**src/rtl/spi_xfer_buffer.sv**
```systemverilog
// Byte-stream buffer between a host and an SPI master: TX/RX FIFOs plus a
// sequencer that keeps exactly one byte outstanding at the master.

module spi_xfer_buffer_fifo #(
  parameter int DATA_WIDTH = 8,
  parameter int DEPTH      = 8,
  localparam int AW        = $clog2(DEPTH),
  localparam int LW        = AW + 1
) (
  input  logic                  clk,
  input  logic                  rst_n,
  input  logic                  flush,
  input  logic                  push,
  input  logic [DATA_WIDTH-1:0] push_data,
  input  logic                  pop,
  output logic [DATA_WIDTH-1:0] head,
  output logic [LW-1:0]         level,
  output logic                  full,
  output logic                  empty
);

  logic [DATA_WIDTH-1:0] mem_q [DEPTH];
  logic [AW-1:0]         wptr_q;
  logic [AW-1:0]         rptr_q;
  logic [LW-1:0]         level_q;
  logic                  do_push;
  logic                  do_pop;

  assign full    = (level_q == LW'(DEPTH));
  assign empty   = (level_q == '0);
  assign do_push = push && !full;
  assign do_pop  = pop && !empty;
  assign head    = mem_q[rptr_q];
  assign level   = level_q;

  // Flush clears only the bookkeeping; stale storage is unreachable afterwards.
  always_ff @(posedge clk or negedge rst_n) begin
    if (!rst_n) begin
      wptr_q  <= '0;
      rptr_q  <= '0;
      level_q <= '0;
      for (int i = 0; i < DEPTH; i++) mem_q[i] <= '0;
    end else if (flush) begin
      wptr_q  <= '0;
      rptr_q  <= '0;
      level_q <= '0;
    end else begin
      if (do_push) begin
        mem_q[wptr_q] <= push_data;
        wptr_q        <= wptr_q + 1'b1;
      end
      if (do_pop) rptr_q <= rptr_q + 1'b1;
      if (do_push && !do_pop)      level_q <= level_q + 1'b1;
      else if (do_pop && !do_push) level_q <= level_q - 1'b1;
    end
  end

endmodule

module spi_xfer_buffer #(
  parameter int DATA_WIDTH = 8,
  parameter int DEPTH      = 8,
  localparam int LW        = $clog2(DEPTH) + 1
) (
  input  logic                  clk,
  input  logic                  rst_n,
  input  logic [DATA_WIDTH-1:0] wr_data,
  input  logic                  wr_valid,
  output logic                  wr_ready,
  output logic [DATA_WIDTH-1:0] rd_data,
  output logic                  rd_valid,
  input  logic                  rd_ready,
  input  logic                  flush,
  output logic [LW-1:0]         tx_level,
  output logic [LW-1:0]         rx_level,
  output logic                  busy,
  output logic [15:0]           xfer_count,
  output logic [DATA_WIDTH-1:0] m_tx_data,
  output logic                  m_tx_valid,
  input  logic                  m_tx_ready,
  input  logic [DATA_WIDTH-1:0] m_rx_data,
  input  logic                  m_rx_valid
);

  typedef enum logic [1:0] {IDLE, ISSUE, WAIT, CAPTURE} state_e;

  state_e        state_q;
  logic          m_tx_valid_q;
  logic          busy_q;
  logic          discard_q;
  logic [15:0]   xfer_count_q;

  logic          tx_full;
  logic          tx_empty;
  logic          rx_full;
  logic          rx_empty;
  logic          handshake;
  logic          rx_push;

  assign handshake = m_tx_valid_q && m_tx_ready;
  assign rx_push   = (state_q == CAPTURE) && !discard_q;

  spi_xfer_buffer_fifo #(.DATA_WIDTH(DATA_WIDTH), .DEPTH(DEPTH)) u_tx_fifo (
    .clk       (clk),
    .rst_n     (rst_n),
    .flush     (flush),
    .push      (wr_valid),
    .push_data (wr_data),
    .pop       (handshake),
    .head      (m_tx_data),
    .level     (tx_level),
    .full      (tx_full),
    .empty     (tx_empty)
  );

  spi_xfer_buffer_fifo #(.DATA_WIDTH(DATA_WIDTH), .DEPTH(DEPTH)) u_rx_fifo (
    .clk       (clk),
    .rst_n     (rst_n),
    .flush     (flush),
    .push      (rx_push),
    .push_data (m_rx_data),
    .pop       (rd_ready),
    .head      (rd_data),
    .level     (rx_level),
    .full      (rx_full),
    .empty     (rx_empty)
  );

  assign wr_ready   = !tx_full;
  assign rd_valid   = !rx_empty;
  assign m_tx_valid = m_tx_valid_q;
  assign busy       = busy_q;
  assign xfer_count = xfer_count_q;

  // RX space is reserved on entry to ISSUE; the host can only drain, so the
  // slot is still free when CAPTURE pushes.
  always_ff @(posedge clk or negedge rst_n) begin
    if (!rst_n) begin
      state_q      <= IDLE;
      m_tx_valid_q <= 1'b0;
      busy_q       <= 1'b0;
      discard_q    <= 1'b0;
      xfer_count_q <= '0;
    end else begin
      unique case (state_q)
        IDLE: begin
          if (!flush && !tx_empty && !rx_full) begin
            state_q      <= ISSUE;
            m_tx_valid_q <= 1'b1;
            busy_q       <= 1'b1;
          end
        end
        ISSUE: begin
          if (m_tx_ready) begin
            state_q      <= WAIT;
            m_tx_valid_q <= 1'b0;
            if (flush) discard_q <= 1'b1;
          end else if (flush) begin
            state_q      <= IDLE;
            m_tx_valid_q <= 1'b0;
            busy_q       <= 1'b0;
          end
        end
        WAIT: begin
          if (flush)      discard_q <= 1'b1;
          if (m_rx_valid) state_q   <= CAPTURE;
        end
        CAPTURE: begin
          // The byte was sent either way, so it is counted even when discarded.
          xfer_count_q <= xfer_count_q + 16'd1;
          discard_q    <= 1'b0;
          busy_q       <= 1'b0;
          state_q      <= IDLE;
        end
        default: begin
          state_q      <= IDLE;
          m_tx_valid_q <= 1'b0;
          busy_q       <= 1'b0;
          discard_q    <= 1'b0;
        end
      endcase
    end
  end

endmodule

```
**config.mk**
```make
export PLATFORM = sky130hd
export DESIGN_NAME = spi_xfer_buffer
export DESIGN_NICKNAME = d
export VERILOG_FILES = /design/src/rtl/spi_xfer_buffer.sv
export SDC_FILE = /design/constraint.sdc
export NUM_CORES = 1
export LEC_CHECK = 0
export BUFFER_PORTS_ARGS = -buffer_cell sky130_fd_sc_hd__buf_2
export CORE_ASPECT_RATIO = 1.25
export CORE_MARGIN = 2
export CORE_UTILIZATION = 47
export CTS_CLUSTER_DIAMETER = 40
export DETAILED_ROUTE_END_ITERATION = 8
export PLACE_DENSITY = 0.76
export SLEW_MARGIN = 20
export SYNTH_ARGS = -nofsm -noshare
export SYNTH_HDL_FRONTEND = slang
export SYNTH_SLANG_ARGS = --single-unit
```
**constraint.sdc**
```tcl
create_clock -name clk -period 2.69 [get_ports clk]
set_input_delay 0.4035 -clock clk [delete_from_list [all_inputs] [get_ports clk]]
set_output_delay 0.4035 -clock clk [all_outputs]
set_load 0.05 [all_outputs]
```
# Word level (Yosys, flattened, before mapping)
# Index checks and enable logic that the tools add are counted.
[classes]
n_addsub = 9
mul = 0
div_mod_pow = 0
n_lt_le_gt_ge = 6
n_eq_ne = 11
shift = 0
muxes = 40
bitwise = 5
reduce_logical = 42
[ops]
columns = ["cell", "count"]
rows = [
  ["$bwmux W64", 2],
  ["$bmux W8 S3", 2],
  ["$demux W8 S3", 2],
  ["$mux W8", 6],
  ["$mux W3", 8],
  ["$mux W4", 6],
  ["$add A16 B1 Y16 const B", 1],
  ["$ge A4 B4 Y1 const B", 4],
  ["$not A3 Y4", 4],
  ["$logic_and A1 B1 Y1", 14],
  ["$add A3 B1 Y3 const B", 4],
  ["$reduce_bool A3 Y1", 4],
  ["$logic_not A1 Y1", 10],
  ["$ne A2 B2 Y1 const B", 5],
  ["$reduce_bool A2 Y1", 5],
  ["$add A4 B1 Y4 const B", 2],
  ["$eq A4 B4 Y1 const B", 2],
  ["$logic_not A4 Y1", 2],
  ["$lt A4 B1 Y1 const B", 2],
  ["$mux W2", 4],
  ["$pmux W2 S4", 1],
  ["$sub A4 B1 Y4 const B", 2],
  ["$mux W1", 6],
  ["$pmux W1 S3", 2],
  ["other kinds (9)", 13],
]
[word_totals]
ff_bits = 169
latch_bits = 0
ram_bits = 0
rom_bits = 0
inputBits = 23
wordCells = 140
memories = 0

# Depth between registers and ports, before layout
# Gate-level depths: netlist (run 1).
[depth]
depth_word = 8
depth_mapped = 9

# Modules after synthesis
# Synthesis (run 1) repeated with hierarchy kept, for this count alone.
[unflattened]
hier_cells = 580
hier_area_um2 = 8239.2
[by_module_without_submodules]
columns = ["mod", "instances", "cells_per_inst", "area_per_inst_um2", "seq_area_each_um2"]
rows = [
  ["spi_xfer_buffer_fifo", 2, 245, 3633.5, 1851.8],
  ["spi_xfer_buffer", 1, 90, 972.2, 525.5],
]

# Worst setup path after synthesis (run 1)
# Ideal clock, no wire load.
[synth_timing]
kind = "register -> register"
from = "register u_tx_fifo.level_q[1] (netlist: u_tx_fifo.level[1])"
to = "register u_tx_fifo.level_q[3] (netlist: u_tx_fifo.level[3])"
setup_time_ns = 0.116
arrival_ns = 2.461
t_required_ns = 2.574
setup_slack_ns = 0.113
path_stages_with_launch = 10
n_path_buf = 1
synth_period_minus_slack_ns = 2.577
cell_sequence = "dfrtp_1 or4b_1 buf_4 o211a_1 inv_1 ha_1 a21oi_1 nand2_1 a211o_1 o311ai_0"
[synth_between]
word_cells_on_any_way = 16
cone_classes = "2 x add/sub; 1 x eq/ne; 3 x mux; 10 x reduce/logical"
[synth_rtl]
columns = ["item", "line_no", "text"]
rows = [
  ["start: declaration", "25", "logic [LW-1:0] level_q;"],
  ["start signal: assignment", "53", "if (do_push && !do_pop) level_q <= level_q + 1'b1;"],
  ["start signal: assignment", "54", "else if (do_pop && !do_push) level_q <= level_q - 1'b1;"],
  ["$eq A4 B4 Y1 *", "29", "assign full = (level_q == LW'(DEPTH));"],
  ["$logic_not A1 Y1 *", "--", ""],
  ["net wr_ready", "69", "output logic wr_ready,"],
  ["$logic_and A1 B1 Y1 *", "31", "assign do_push = push && !full;"],
  ["$logic_and A1 B1 Y1 or $logic_not A1 Y1 (tied branches)", "53, 54", ""],
  ["$mux W4 or $logic_and A1 B1 Y1 (tied branches)", "53, 54", ""],
  ["$mux W4 or $reduce_bool A3 Y1 (tied branches)", "--", ""],
]
# Mark *: on every way through the listed nets, which the timed path passes. The rest lies on a longest branch. The select of a mux whose other input is x is not followed.
# A chain may end at the register's enable or synchronous reset.

# Worst setup path in the final report (run 1)
[layout_timing]
from = "register u_rx_fifo.rptr_q[0]"
to = "output port rd_data[1]"
[layout_between]
elab_chain_len = 4
[layout_rtl]
columns = ["item", "line_no", "text"]
rows = [
  ["start: declaration", "24", "logic [AW-1:0] rptr_q;"],
  ["start signal: assignment", "52", "if (do_pop) rptr_q <= rptr_q + 1'b1;"],
  ["$not A3 Y4 (implied by the code)", "33", "assign head = mem_q[rptr_q];"],
  ["$bmux W8 S3", "33", ""],
  ["$mux W8 (implied by the code) (2 in a row)", "33", ""],
  ["end: declaration", "70", "output logic [DATA_WIDTH-1:0] rd_data,"],
]
# No other way between the ends. The select of a mux whose other input is x is not followed.

==> flow_metrics.tcl, run 1 <==
set metrics [dict create \
    synth_seq_area_share 0.524 \
    grt_pass1_wl_um 28000 \
    drtIter0Drc 262 \
    clkTransAtPathRegs_ps 60 \
    min_path_type "in -> async" \
    max_freq_mhz 389 \
    syn_inst 568 \
    cts_tree "built" \
    synth_top_area_cell "dfrtp_1" \
    grt_pass1_vias 5363 \
    die_x_um 121 \
    clockBufferDepth 2 \
    drt-vias-per-instance 5.69 \
    final_common_cell "dfrtp_1" \
    crit_chain "buf_4, mux4_2, mux2_2, buf_2" \
    critPathLaunchType "flip-flop" \
    syn2layout_area_growth_pct 16.3 \
    synth_edf_count 0 \
    ir_worst_vdd_mv 0.629 \
    worstMarginPinSlew_ps 661 \
    ant_nets 0 \
    clock-sinks 169 \
    synth.avg_cell_area_um2 14.2 \
    drive_gt1_frac 0.470 \
    crit_buf_inv 2 \
    cts_root_buffer "clkbuf_16" \
    power_density_mw_per_mm2 1020 \
    cts_resized 0 \
    violations "negative hold slack" \
    dp_hpwl_um 11500 \
    final_cells 882 \
    crit_required_ps 2290 \
    h-tree-depth 4 \
    outcome "complete, but fails checks" \
    synth_area_leaders "dfrtp_1 52%, mux2_2 21%, mux4_2 8.9%" \
    yosysUniqueCellTypes 59 \
    rsz0062_at_grt "no" \
    dr.pass1.iters 4 \
    postCtsHoldBufs 0 \
    whs_ps -4.73 \
    syn_area_mm2 0.00807 \
    drc 0 \
    clock_skew_ps 6.05 \
    worst_setup_path_end_kind "primary output" \
    port_buffers 66 \
    die_area_mm2 0.0182 \
    n_antenna_cell 0 \
    yosys_warnings 0 \
    cpLargestDelayFamily "multiplexers" \
    gr-usage-all-layers 0.201 \
    gp_congestion 0.773 \
    timing_hold_violations_final 3 \
    timing.final.crit_share 0.956 \
    insertion_delay_ps 420 \
    arrival_ps 2170 \
    cts_buffers 17 \
    slew_headroom 0.559 \
    start_util 0.479 \
    final-setup-viol-count 0 \
    num_vias 5018 \
    leakage_nw 4.47 \
    utilization 0.557 \
    syn-num-nets 602 \
    dominantRegCellSynth "dfrtp_1" \
    crit_path_top_delay_cell "mux4_2" \
    crit_fanout 18 \
    async_flop_share 1.00 \
    fin_setup_tns_ps 0 \
    drt_wl_total_um 17000 \
    rows 53 \
    dieHeight_um 151 \
    fin_nets 683 \
    slew_viol_final 0 \
    coreArea_mm2 0.0168 \
    io_pins 67 \
    final_cell_mix "169 x dfrtp_1, 147 x mux2_2, 65 x buf_2" \
    postCtsSetupBuffers 0 \
    min_period_ps 2570 \
    critPathKind "reg -> out" \
    maxCapViolations 0 \
    yosys_register_bits 169 \
    placed_cells 850 \
    wire_per_inst_um 19.3 \
    synth_top_area_frac 0.524 \
    antenna_found_initial 0 \
    grt_max_degree 71 \
    critical-path-max-stage-delay_ps 550 \
    grt_overflow 0 \
]
==> sequential cells by signal, summed over array words and instances, names as in the netlist, named ones only <==
signal,count
u_rx_fifo.mem_q,64
m_tx_valid,1
u_tx_fifo.mem_q,64
u_rx_fifo.level,4
discard_q,1
u_tx_fifo.wptr_q,3
busy,1
u_rx_fifo.rptr_q,3
u_rx_fifo.wptr_q,3
u_tx_fifo.level,4
state_q,1
u_tx_fifo.rptr_q,3
xfer_count,16
==> layout make-up <==
cell class              count  area (µm²)
inverters                   8        30.0
multi-input cells         368        3700
well taps                 220         275
clock inverters             8         140
clock buffers              24         492
flip-flops and latches    169        4230
fillers                  1370        7460
repair buffers             85         517
==> Yosys cell counts, types with 2 or more instances <==
cell type,count
nor4_1,3
nor2_2,2
and3_1,3
clkbuf_1,9
nand3b_4,2
buf_1,5
xnor2_1,13
nor3_2,2
nand4_1,6
nand2b_1,2
nand3_1,16
nor3_1,5
a21oi_1,14
buf_2,7
ha_1,9
dfrtp_1,169
inv_1,7
nand3b_1,3
o311ai_0,2
nor2b_1,2
mux2_2,147
mux2i_1,2
or2_2,2
mux4_2,32
fa_1,2
nor2_1,25
o21ai_0,9
xor2_1,12
nor3b_2,3
mux2_1,2
nand2_1,23
==> report_power, final <==
group	internal, mW	switching (mW)	leakage, nW
clock	1.65	0.942	0.314
combinational	1.40	2.17	1.89
sequential	3.02	0.404	2.27
==> kinds of logic (layout without fill, tap and decap cells) <==
kind of cell	count (synthesis)	count (layout)	share of synthesized area
multiplexers	183	183	0.300
flip-flops	169	169	0.524
buffers and inverters	31	125	0.0169
adder cells (fa/ha/maj)	11	11	0.0189
AO/OA/AOI/OAI	35	35	0.0270
AND/OR/NAND/NOR	114	114	0.0864
XOR/XNOR	25	25	0.0271
==> path summary, 6_finish.rpt <==
kind	cells past startpoint	to	slack, ps	startpoint
hold reg to reg	1	xfer_count[15]$_DFFE_PN0N_	460	xfer_count[15]$_DFFE_PN0N_
setup reg to reg	7	u_rx_fifo.level[3]$_DFFE_PN0P_	290	u_rx_fifo.level[1]$_DFFE_PN0P_
setup / recovery	4	rd_data[1]	120	u_rx_fifo.rptr_q[0]$_DFFE_PN0P_
hold / removal	1	u_tx_fifo.mem_q[51]$_DFFE_PN0P_	-5	rst_n
min in group clk	3	u_tx_fifo.wptr_q[1]$_DFFE_PN0P_	290	wr_valid
max in group asynchronous	2	u_rx_fifo.mem_q[15]$_DFFE_PN0P_	1980	rst_n
==> through the flow <==
stage | total power, mW | area, µm² | setup WS (ps) | hold WS [ps]
floorplan | 6.12 | 8070 | 113 | 108
global placement | 6.89 | 8760 | 440 | 452
detailed placement | 7.03 | 8760 | 291 | 456
CTS | 9.66 | 9390 | 70.8 | 6.38
global route | 10.1 | 9390 | 16.5 | 33.6
finish | 9.58 | 9390 | 117 | -4.73
==> metal layers <==
metal  global-route usage  share of wire  vias up
met3               0.0485          0.041       25
li1                     -              -     2259
met1                0.241           0.41     2634
met4               0.0764          0.016        0
met5                    0              0        -
met2                0.352           0.54      100
Power figures use the tool's default switching activity.
==> inputs of run 2 (changes only) <==
--- a/config.mk
+++ b/config.mk
@@ -5,6 +5,7 @@
 export SDC_FILE = /design/constraint.sdc
 export NUM_CORES = 1
 export LEC_CHECK = 0
+export ABC_AREA = 1
 export BUFFER_PORTS_ARGS = -buffer_cell sky130_fd_sc_hd__buf_2
 export CORE_ASPECT_RATIO = 1.25
 export CORE_MARGIN = 2
==> run 2 against run 1 <==
  * The flow now finishes without violations
  * Wire length increased by 8.8%
  * Non-clock buffer count unchanged
  * Global-route usage up 1.9 points
  * Critical path type unchanged
==> flow_metrics.tcl, run 2 <==
set metrics [dict create \
    arrival_ps 2160 \
    clock_skew_ps 7.25 \
    drt_wl_total_um 18500 \
    drive_gt1_frac 0.133 \
    pre_cts_slack_ps 500 \
    synth_top_area_cell "dfrtp_1" \
    synth_edf_count 0 \
    drt-vias-per-instance 5.41 \
    final_cells 1222 \
    power_density_mw_per_mm2 1050 \
    critPathKind "reg -> out" \
    crit_required_ps 2290 \
    crit_chain "inv_1, o21ai_0, o22ai_1, nor2_1, a31oi_1, buf_2" \
    utilization 0.559 \
    crit_path_top_delay_cell "inv_1" \
    clock-sinks 169 \
    final-setup-viol-count 0 \
    dieHeight_um 148 \
    syn_area_mm2 0.00785 \
    maxCapViolations 0 \
    start_util 0.483 \
    drc 0 \
    yosysUniqueCellTypes 33 \
    rsz0062_at_grt "no" \
    fin_nets 1027 \
    worst_setup_path_end_kind "primary output" \
    timing.final.crit_share 0.952 \
    yosys_register_bits 169 \
    synth_area_leaders "dfrtp_1 54%, o21ai_0 10%, nand2_1 8.8%" \
    n_fill_cell 1506 \
    rows 52 \
    h-tree-depth 4 \
    syn2layout_area_growth_pct 15.7 \
    leakage_nw 4.36 \
    outcome "complete, no violations" \
    max_freq_mhz 390 \
    ant_nets 0 \
    die_area_mm2 0.0178 \
    switching_share 0.417 \
    critical-path-max-stage-delay_ps 410 \
    coreArea_mm2 0.0163 \
    clockBufferDepth 2 \
    ir_worst_vdd_mv 0.594 \
    internal_power_mw 5.55 \
    fin_setup_tns_ps 0 \
    insertion_delay_ps 430 \
    gr-usage-all-layers 0.220 \
    die_x_um 120 \
    async_flop_share 1.00 \
    seq_power_share 0.359 \
    wire_per_inst_um 15.1 \
    cts_buffers 17 \
    seq_area_mm2 0.00423 \
    gp_congestion 0.811 \
    port_buffers 66 \
    worstMarginPinSlew_ps 753 \
    synth_top_area_frac 0.539 \
    min_period_ps 2560 \
    slew_headroom 0.498 \
    cts_tree "built" \
    synth_seq_area_share 0.539 \
    dr.pass1.iters 5 \
    syn-num-nets 959 \
    comb_power_share 0.373 \
    antenna_found_initial 0 \
    min_path_type "in -> async" \
    slew_viol_final 0 \
    drtIter0Drc 483 \
    io_pins 67 \
    postCtsHoldBufs 0 \
    synth.avg_cell_area_um2 8.49 \
    yosys_warnings 0 \
    postCtsSetupBuffers 0 \
    num_vias 6610 \
    cts_resized 0 \
    n_antenna_cell 0 \
    final_common_cell "nand2_1" \
    post-synth-top-count-cell "nand2_1" \
    critPathLaunchType "flip-flop" \
    crit_fanout 17 \
    final_cell_mix "183 x nand2_1, 169 x dfrtp_1, 158 x o21ai_0" \
    dp_hpwl_um 11800 \
    multiInputGateArea_mm2 0.00323 \
    syn_inst 925 \
    grt_pass1_wl_um 31200 \
    switching_power_mw 3.98 \
    ys_top_cells_by_count "183 x nand2_1, 169 x dfrtp_1, 158 x o21ai_0, 129 x nor2_1, 56 x inv_1" \
    layout_setup_ws_ps 129 \
    placed_cells 1190 \
    grt_max_degree 80 \
    cts_root_buffer "clkbuf_16" \
    grt_pass1_vias 6439 \
    timing_hold_violations_final 0 \
    dominantRegCellSynth "dfrtp_1" \
    power_frac_clock 0.268 \
    clkTransAtPathRegs_ps 60 \
    grt_overflow 0 \
]
[run 2: logic make-up after synthesis]
group,share of synthesized area
flip-flops,0.539
buffers and inverters,0.0497
XOR/XNOR,0.0167
AND/OR/NAND/NOR,0.201
AO/OA/AOI/OAI,0.174
adder cells (fa/ha/maj),0.0194
[run 2: path summary, 6_finish.rpt]
path | startpoint | endpoint | slack (ps) | depth (start not counted)
worst max-delay path | u_rx_fifo.rptr_q[1]$_DFFE_PN0P_ | rd_data[3] | 130 | 6
worst min-delay path | rst_n | u_tx_fifo.mem_q[60]$_DFFE_PN0P_ | 10 | 1
worst max register to register | u_rx_fifo.level[0]$_DFFE_PN0P_ | u_rx_fifo.level[3]$_DFFE_PN0P_ | 440 | 10
worst min register to register | xfer_count[15]$_DFFE_PN0N_ | xfer_count[15]$_DFFE_PN0N_ | 480 | 1
max in group asynchronous | rst_n | u_tx_fifo.mem_q[61]$_DFFE_PN0P_ | 1960 | 2
min in group clk | m_rx_valid | state_q[0]$_DFFE_PN0P_ | 270 | 3
[run 2: worst max-delay path, delay by kind of cell, from the launching register on]
kind / cells / cell delay [ps]
AO/OA/AOI/OAI: 3 / 580
flip-flops: 1 / 370
AND/OR/NAND/NOR: 1 / 50
buffers and inverters: 2 / 730
[run 2: cell type report]
class / count / area share
multi-input cells: 661 / 0.356
flip-flops and latches: 169 / 0.466
well taps: 216 / 0.0297
clock inverters: 15 / 0.0211
repair buffers: 85 / 0.0569
clock buffers: 17 / 0.0468
inverters: 59 / 0.0244
[run 2: metal layers]
metal  up-vias  track usage  part of all wire
met2       175        0.376              0.50
li1       3226            -                 -
met4         0       0.0935             0.024
met3        31       0.0383             0.040
met1      3178        0.276              0.43
met5         -            0                 0
[run 2: stage by stage]
stage	area, µm²	hold slack [ps]	power (mW)
after floorplan	7850	108	6.10
after global placement	8470	460	6.93
after detailed placement	8470	458	7.01
after CTS	9080	49.1	9.59
after global routing	9080	73.8	10.1
final	9080	11.8	9.53
[run 2: power by group through the flow]
stage,clock [mW],sequential (mW),combinational (mW)
after floorplan,0,3.72,2.38
after global placement,0,3.44,3.48
after detailed placement,0,3.46,3.55
after CTS,2.59,3.42,3.58
after global routing,2.70,3.49,3.95
final,2.56,3.42,3.56
==> inputs of run 3 (changes only) <==
--- a/config.mk
+++ b/config.mk
@@ -7,12 +7,12 @@
 export LEC_CHECK = 0
 export ABC_AREA = 1
 export BUFFER_PORTS_ARGS = -buffer_cell sky130_fd_sc_hd__buf_2
-export CORE_ASPECT_RATIO = 1.25
+export CORE_ASPECT_RATIO = 2
 export CORE_MARGIN = 2
 export CORE_UTILIZATION = 47
 export CTS_CLUSTER_DIAMETER = 40
 export DETAILED_ROUTE_END_ITERATION = 8
-export PLACE_DENSITY = 0.76
+export PLACE_DENSITY = 0.79
 export SLEW_MARGIN = 20
 export SYNTH_ARGS = -nofsm -noshare
 export SYNTH_HDL_FRONTEND = slang
==> constraint.sdc (replaced) <==
create_clock -name clk -period 2.07 [get_ports clk]
set_input_delay 0.3105 -clock clk [delete_from_list [all_inputs] [get_ports clk]]
set_output_delay 0.3105 -clock clk [all_outputs]
set_load 0.05 [all_outputs]
==> run 3 against run 2 <==
  * The run now ends with negative setup slack left
  * Count of clock-buffer cells in the layout up 1
  * Register-to-register slack worse by 310 ps
  * Non-clock buffer count up 34
  * Sequential power up 32%
  * Critical path depth unchanged
  * Die area up 0.32%
  * Core utilization up 3.7 points
  * Global-route usage up 1.6 points
  * Clock skew up 1.4 ps
  * Critical path type unchanged
  * Highest routed layer unchanged
==> flow_metrics.tcl, run 3 (synthesis gave the netlist of run 2 again) <==
set metrics [dict create \
    outcome "complete, but fails checks" \
    violations "negative setup slack" \
    ir_worst_vdd_mv 0.809 \
    critPathKind "reg -> out" \
    drt_wl_total_um 20500 \
    syn2layout_area_growth_pct 24.1 \
    critPathLaunchType "flip-flop" \
    crit_required_ps 1760 \
    gp_congestion 0.887 \
    wire_per_inst_um 16.5 \
    insertion_delay_ps 430 \
    fin_nets 1061 \
    clock-sinks 169 \
    gr-usage-all-layers 0.236 \
    ant_nets 0 \
    clock_skew_ps 8.67 \
    die_area_mm2 0.0178 \
    port_buffers 66 \
    clkTransAtPathRegs_ps 70 \
    layout_setup_ws_ps -79.7 \
    arrival_ps 1840 \
    clockBufferDepth 2 \
    slew_headroom 0.715 \
    whs_ps 179 \
    min_path_type "in -> reg" \
    pre_cts_slack_ps 15.2 \
    coreArea_mm2 0.0164 \
    worst_setup_path_end_kind "primary output" \
    grt_pass1_vias 6964 \
    dp_hpwl_um 13200 \
    power_density_mw_per_mm2 1380 \
    max_freq_mhz 465 \
    n_antenna_cell 0 \
    num_vias 6901 \
    grt_max_degree 63 \
    h-tree-depth 4 \
    leakage_nw 4.61 \
    dr.pass1.iters 5 \
    final-setup-viol-count 15 \
    start_util 0.480 \
    io_pins 67 \
    drive_gt1_frac 0.206 \
    cts_root_buffer "clkbuf_16" \
    drc 0 \
    cts_buffers 17 \
    timing_hold_violations_final 0 \
    min_period_ps 2150 \
    maxCapViolations 0 \
    grt_overflow 0 \
    worstMarginPinSlew_ps 427 \
    antenna_found_initial 0 \
    crit_fanout 13 \
    placed_cells 1193 \
    cts_tree "built" \
    timing.final.crit_share 1.04 \
    final_common_cell "nand2_1" \
    final_cell_mix "181 x nand2_1, 158 x dfrtp_1, 137 x o21ai_0" \
    final_cells 1244 \
    drtIter0Drc 400 \
    rows 66 \
    rsz0062_at_grt "yes" \
    dieHeight_um 187 \
    slew_viol_final 0 \
    drt-vias-per-instance 5.55 \
    grt_pass1_wl_um 33000 \
    die_x_um 95.4 \
]
## run 3: cell count changes in the layout (fill, tap and decap cells not counted), moves of 15 or more
cell     delta
o21ai_1    +20
buf_2      -15
a31oi_1    -16
o21ai_0    -21
buf_4      +15
buf_6      +22
a31oi_2    +16
## run 3: repair_timing
item / CTS / global route
gates cloned: 2 / 4
endpoints found under the setup margin: 16 / 18
hold buffers: 1 / 0
resized for setup: 42 / 56
setup buffers: 6 / 6
pin swaps: 3 / 14
hold endpoints to repair: 15 / 0
## run 3: path summary, 6_finish.rpt
path / slack, ps / cells after the start / to / startpoint
setup / recovery: -80 / 6 / rd_data[4] / u_rx_fifo.rptr_q[0]$_DFFE_PN0P_
max in group asynchronous: 1110 / 3 / u_tx_fifo.rptr_q[1]$_DFFE_PN0P_ / rst_n
hold reg to reg: 480 / 1 / xfer_count[15]$_DFFE_PN0N_ / xfer_count[15]$_DFFE_PN0N_
hold / removal: 180 / 3 / state_q[0]$_DFFE_PN0P_ / m_rx_valid
min in group asynchronous: 300 / 2 / xfer_count[1]$_DFFE_PN0N_ / rst_n
setup reg to reg: 130 / 8 / u_tx_fifo.mem_q[45]$_DFFE_PN0P_ / u_tx_fifo.level[3]$_DFFE_PN0P_
## run 3: layout make-up
cell class	instances	area [µm²]
clock inverters	14	135
repair buffers	119	1040
inverters	59	229
well taps	204	255
fillers	1376	6610
multi-input cells	661	3400
flip-flops and latches	169	4240
clock buffers	18	439
## run 3: critical path, stage by stage (launching register included)
cell and delay [ps]:
dfrtp_2 470, buf_12 160, o21ai_0 90, o22ai_1 230, nor2_1 80, a31oi_2 190, buf_6 190
## run 3: layer usage
| layer | vias up | wire length, µm | share of wire | global-route usage |
|---|---|---|---|---|
| met5 | - | 0 | 0 | 0 |
| met1 | 3323 | 7470 | 0.36 | 0.260 |
| met3 | 55 | 820 | 0.040 | 0.0367 |
| met4 | 0 | 812 | 0.040 | 0.118 |
| met2 | 229 | 11400 | 0.56 | 0.425 |
| li1 | 3294 | - | - | - |
## run 3: power by group
group          internal, mW  total, mW  switching [mW]
registers              3.98       4.52           0.539
clock network          1.72       3.11            1.39
logic                  2.18       5.85            3.67
## run 3: stage by stage
stage	power (mW)	cell area (µm²)	TNS [ps]	utilization
floorplan	8.10	7970	-157	-
global placement	9.33	8690	0	0.531
detailed placement	9.46	8690	0	0.531
CTS	13.1	9480	-526	0.580
global route	14.2	9740	-1900	0.596
finish	13.5	9740	-631	0.596
